### src/rtl/alu_req_master.sv
// alu_req_master
//   Initiator for a sequential ALU with an en/done interface. Commands arrive
//   over a valid/ready handshake and each is launched on the ALU with a
//   one-cycle en pulse. The result is captured on the rising edge of done and
//   returned over a second valid/ready handshake. Only one op is in flight at
//   any time.
//
//   Handshake semantics (both channels): a transfer happens on a rising clk
//   edge where valid and ready are both 1. A producer holds valid and payload
//   stable until that transfer. cmd_ready depends on state only, and
//   rsp_valid/rsp_* come from registers.
//
//   Optional feature: define ALU_REQ_TIMEOUT_EN to abort an op whose done
//   has not risen within TIMEOUT_CYC WAIT cycles. The aborted op is reported
//   with rsp_err=1 and rsp_res=0. Without the macro no counter is built and
//   rsp_err is tied to 0.
//
// Ports
//   clk, nrst                 clock (rising edge), async active-low reset
//   cmd_valid/cmd_ready       command handshake
//   cmd_opA/opB/opcode        command payload
//   alu_opA/opB/opcode        operands held toward the ALU
//   alu_en                    one-cycle start pulse
//   alu_res, alu_done         ALU result and completion flag
//   rsp_valid/rsp_ready       response handshake
//   rsp_res/opcode/err        response payload
//   busy                      1 in any state other than IDLE
//   op_count                  responses handed off, wraps at 2^CNT_W
//   fsm_state                 debug view of the FSM state encoding
module alu_req_master #(
  parameter int TIMEOUT_CYC = 64,
  parameter int CNT_W       = 16
) (
  input  logic             clk,
  input  logic             nrst,
  input  logic             cmd_valid,
  output logic             cmd_ready,
  input  logic [15:0]      cmd_opA,
  input  logic [15:0]      cmd_opB,
  input  logic [1:0]       cmd_opcode,
  output logic [15:0]      alu_opA,
  output logic [15:0]      alu_opB,
  output logic [1:0]       alu_opcode,
  output logic             alu_en,
  input  logic [31:0]      alu_res,
  input  logic             alu_done,
  output logic             rsp_valid,
  input  logic             rsp_ready,
  output logic [31:0]      rsp_res,
  output logic [1:0]       rsp_opcode,
  output logic             rsp_err,
  output logic             busy,
  output logic [CNT_W-1:0] op_count,
  output logic [1:0]       fsm_state
);

  typedef enum logic [1:0] {
    IDLE  = 2'd0,
    ISSUE = 2'd1,
    WAIT  = 2'd2,
    RESP  = 2'd3
  } state_t;

  state_t state, state_next;
  logic   done_q;
  logic   done_rise;
  logic   expire;
  logic   cap_cmd;
  logic   cap_rsp;
  logic   cap_timeout;

  // Only a fresh edge of done completes an op; a level left high by the
  // previous op is not mistaken for the new result.
  assign done_rise = alu_done & ~done_q;

  assign cmd_ready = (state == IDLE);
  assign busy      = (state != IDLE);
  assign fsm_state = state;

`ifdef ALU_REQ_TIMEOUT_EN
  localparam int TO_W = ($clog2(TIMEOUT_CYC + 1) > 8) ? $clog2(TIMEOUT_CYC + 1) : 8;
  logic [TO_W-1:0] to_cnt;
  logic            rsp_err_q;

  always_ff @(posedge clk or negedge nrst) begin
    if (!nrst) begin
      to_cnt <= '0;
    end else if (state == ISSUE) begin
      to_cnt <= '0;
    end else if (state == WAIT) begin
      to_cnt <= to_cnt + 1'b1;
    end
  end

  // The count after this WAIT cycle's increment reaches TIMEOUT_CYC.
  assign expire  = (state == WAIT) && (to_cnt == TO_W'(TIMEOUT_CYC - 1));
  assign rsp_err = rsp_err_q;
`else
  logic unused_timeout;
  assign unused_timeout = (TIMEOUT_CYC == 0);
  assign expire         = 1'b0;
  assign rsp_err        = 1'b0;
`endif

  always_ff @(posedge clk or negedge nrst) begin
    if (!nrst) begin
      state  <= IDLE;
      done_q <= 1'b0;
    end else begin
      state  <= state_next;
      done_q <= alu_done;
    end
  end

  always_comb begin
    state_next  = state;
    cap_cmd     = 1'b0;
    cap_rsp     = 1'b0;
    cap_timeout = 1'b0;
    case (state)
      IDLE: begin
        if (cmd_valid) begin
          cap_cmd    = 1'b1;
          state_next = ISSUE;
        end
      end
      ISSUE: state_next = WAIT;
      WAIT: begin
        // A done edge in the expiry cycle takes priority over the abort.
        if (done_rise) begin
          cap_rsp    = 1'b1;
          state_next = RESP;
        end else if (expire) begin
          cap_timeout = 1'b1;
          state_next  = RESP;
        end
      end
      RESP: begin
        if (rsp_ready) state_next = IDLE;
      end
      default: state_next = IDLE;
    endcase
  end

  always_ff @(posedge clk or negedge nrst) begin
    if (!nrst) begin
      alu_opA    <= '0;
      alu_opB    <= '0;
      alu_opcode <= '0;
      alu_en     <= 1'b0;
      rsp_valid  <= 1'b0;
      rsp_res    <= '0;
      rsp_opcode <= '0;
      op_count   <= '0;
`ifdef ALU_REQ_TIMEOUT_EN
      rsp_err_q  <= 1'b0;
`endif
    end else begin
      // Registered from next state so both line up with ISSUE / RESP.
      alu_en    <= (state_next == ISSUE);
      rsp_valid <= (state_next == RESP);
      if (cap_cmd) begin
        alu_opA    <= cmd_opA;
        alu_opB    <= cmd_opB;
        alu_opcode <= cmd_opcode;
      end
      if (cap_rsp) begin
        rsp_res    <= alu_res;
        rsp_opcode <= alu_opcode;
`ifdef ALU_REQ_TIMEOUT_EN
        rsp_err_q  <= 1'b0;
`endif
      end
      if (cap_timeout) begin
        rsp_res    <= '0;
        rsp_opcode <= alu_opcode;
`ifdef ALU_REQ_TIMEOUT_EN
        rsp_err_q  <= 1'b1;
`endif
      end
      if ((state == RESP) && rsp_ready) begin
        op_count <= op_count + 1'b1;
      end
    end
  end

endmodule

### config.mk
export PLATFORM = sky130hd
export DESIGN_NAME = alu_req_master
export DESIGN_NICKNAME = d
export VERILOG_FILES = /design/src/rtl/alu_req_master.sv
export SDC_FILE = /design/constraint.sdc
export NUM_CORES = 1
export LEC_CHECK = 0
export BUFFER_PORTS_ARGS = -buffer_cell sky130_fd_sc_hd__clkbuf_2
export CAP_MARGIN = 20
export CORE_MARGIN = 8
export CORE_UTILIZATION = 23
export CTS_CLUSTER_DIAMETER = 120
export DETAILED_ROUTE_END_ITERATION = 12
export GPL_ROUTABILITY_DRIVEN = 0
export GPL_TIMING_DRIVEN = 0
export PLACE_DENSITY = 0.52
export SLEW_MARGIN = 30
export SYNTH_ARGS = -nofsm -noshare
export SYNTH_HDL_FRONTEND = slang
export SYNTH_SLANG_ARGS = --single-unit
### constraint.sdc
create_clock -name clk -period 1.5 [get_ports clk]
set_input_delay 0.3 -clock clk [delete_from_list [all_inputs] [get_ports clk]]
set_output_delay 0.3 -clock clk [all_outputs]
set_load 0.02 [all_outputs]
==> run metrics <==
DP Area 0.004795 mm2; Die Y 140.6 um; Final Cell Area 0.005534 mm2; CTS Buf Count 9; Setup Viol. Count Final 21; DR WL/cell 15.44 um; Starting Density 0.2349; CTS tree done; Slew Limit Fails 0; Max Fanout on Critical Path 3; Post-Synthesis Cell Area 0.003571 mm2; fin crit share 1.010; Avg Cell Area, Syn 16.31 um2; layout cells sized above 1 0.6930; first-pass GRT wire length 14840 um; gr ovfl total 0; multi-input logic area 0.001439 mm2; commonest non-fill, non-tap cells in the layout clkbuf_2 (157), dfrtp_1 (86), mux2_4 (63); FF+latch count, synth 89; H-tree Lvls 3; Yosys cell types 29; outcome finished, violations left; RSZ-0062 raised after global routing yes; vias in the first global route 2810; flip-flop and latch area 0.002231 mm2; post-synthesis cell count 219; clock skew 0.006344 ns; I/O Buffers 160; dpl hpwl 6891 um; Area Overhead vs Synth 54.98%; CTS root buf clkbuf_16; final net count 484; remaining antenna violation count 0; # DRC 0; reg2reg start fsm_state[0]$_DFF_PN0_; Fmax achieved 659.9 MHz; 1st-pass router iterations 4; Synth Warn # 0; pin count of the biggest net entering global routing 47; worst vdd ir 0.7684 mV; DR vias/cell 4.079; drt total wl 9340 um; Core Area 0.01520 mm2; Net Count, Synth 291; Worst R2R Setup Slack -0.01 ns; fillers 1496; most common cell after layout, fill and taps aside clkbuf_2; CP Class reg -> out; Worst Path Required 1.20 ns; Final Hold Viols 0; failing checks setup timing; Worst Min Path Start alu_done; die area 0.01977 mm2; CTS clk-pin slew, worst paths 0.06 ns; total of max-cap violations 0; DRT iter0 DRCs 60; Setup TNS -0.1286 ns; Final WS setup -0.01541 ns; Final Critical Period 1.515 ns; Max Root-Sink Buffers 2; io pins 162; crit path launch fsm_state[0]$_DFF_PN0_; overall routing resource usage 0.09472; n_diodes 0; # clock sinks 89; Vias 2468; initial antenna violation count 0; register area share after synthesis 0.6237; row cnt 45; Pleak 2.793 nW; Worst Setup Start Kind flop; Crit. End Element primary output; worst skew pair latency 0.33 ns; Hold Crit Class in -> reg; Worst EP arrival 1.22 ns; total power 12.25 mW; Die Span X 140.6 um; PwrDens 2213 mW/mm2
timing repair:
action | 4_1_cts | 5_1_grt
hold endpoints to repair | 43 | 0
pin swaps | 3 | 9
setup buffers | 7 | 11
hold buffers | 1 | 0
setup endpoints to repair | 67 | 70
gates resized for setup | 16 | 21
gates cloned | 1 | 2
per-layer routing:
metal,wire length [um],share of wire,vias up,GRT usage
met5,0,0,-,0
met4,233,0.025,0,0.05147
met3,684,0.073,16,0.03477
met2,4373,0.47,96,0.1472
met1,4049,0.43,1210,0.1121
li1,-,-,1146,-
critical path, stage by stage (launching register included):
cell and delay (ns):
dfrtp_2 0.45, nor2_4 0.16, buf_6 0.12, inv_2 0.03, buf_8 0.11
cells in the mapped netlist:
master / instances / area, um2
mux2_1: 12 / 135.1
nand4_1: 6 / 37.54
mux2_2: 29 / 326.6
ha_1: 1 / 12.51
nor2_2: 1 / 6.260
buf_4: 1 / 7.510
nand3_1: 6 / 30.03
nor4bb_1: 1 / 10.01
nand2_1: 4 / 15.01
or2_1: 1 / 6.260
buf_6: 7 / 78.83
conb_1: 1 / 3.750
and3_1: 1 / 6.260
inv_1: 2 / 7.510
nor2b_1: 2 / 12.51
nor2_1: 3 / 11.26
dfrtp_1: 89 / 2227
xnor2_1: 9 / 78.83
mux2_4: 28 / 420.4
o21a_1: 1 / 7.510
buf_2: 1 / 5.000
nor4_1: 1 / 6.260
nor3_2: 1 / 10.01
nor3b_1: 1 / 7.510
nor4_4: 1 / 21.27
and4_1: 1 / 8.760
and2_1: 1 / 6.260
nand4_2: 1 / 12.51
xor2_1: 6 / 52.55
path summary, 6_finish.rpt:
kind,endpoint,cells after the start
min in group asynchronous,rsp_res[19]$_DFFE_PN0P_,2
hold reg to reg,op_count[15]$_DFFE_PN0P_,1
setup reg to reg,rsp_res[9]$_DFFE_PN0P_,4
hold / removal,done_q$_DFF_PN0_,1
setup / recovery,busy,4
max in group asynchronous,op_count[0]$_DFFE_PN0P_,3
power by group:
part           leakage (nW)  internal (mW)  total (mW)  switching, mW
sequential             1.08           3.45        4.13          0.675
combinational          1.53           2.71        5.33           2.62
clock                 0.186           1.88        2.80          0.912
stage by stage:
| step | utilization | setup WS, ns | hold WS, ns | cells |
|---|---|---|---|---|
| 3_5_place_dp | 0.3154 | -0.2265 | 0.2648 | 568 |
| 4_1_cts | 0.3504 | -0.08308 | 0.09155 | 593 |
| 3_3_place_gp | 0.3130 | -1.097 | 0.4536 | 567 |
| 2_1_floorplan | - | -0.07433 | 0.004409 | 219 |
| 6_report | 0.3640 | -0.01541 | 0.1154 | 605 |
| 5_1_grt | 0.3640 | -0.08837 | 0.1029 | 605 |
state kept, by name, indices dropped and copies added, names as in the netlist:
register    cells
alu_opcode      2
rsp_valid       1
rsp_res        32
rsp_opcode      2
alu_opA        16
op_count       16
done_q          1
fsm_state       2
alu_opB        16
alu_en          1
layout make-up:
type                       count  area share
sequential                    89      0.4031
multi-input combinational    119      0.2600
buffer                         8     0.02510
timing repair buffer         183      0.1996
inverter                       2    0.001357
clock buffer                  11     0.04567
clock inverter                 5     0.02261
tap                          188     0.04251
kinds of logic after synthesis:
| family | count (synthesis) | share of synthesized area |
|---|---|---|
| other | 1 | 0.001050 |
| buffers and inverters | 11 | 0.02768 |
| and+or+nand+nor | 32 | 0.05817 |
| xor gates and xnor gates | 15 | 0.03679 |
| adders and majority gates | 1 | 0.003503 |
| muxes | 69 | 0.2470 |
| DFF | 89 | 0.6237 |
| AOI/OAI and AO/OA | 1 | 0.002103 |
Note: power is estimated with default switching activity, not from simulation.
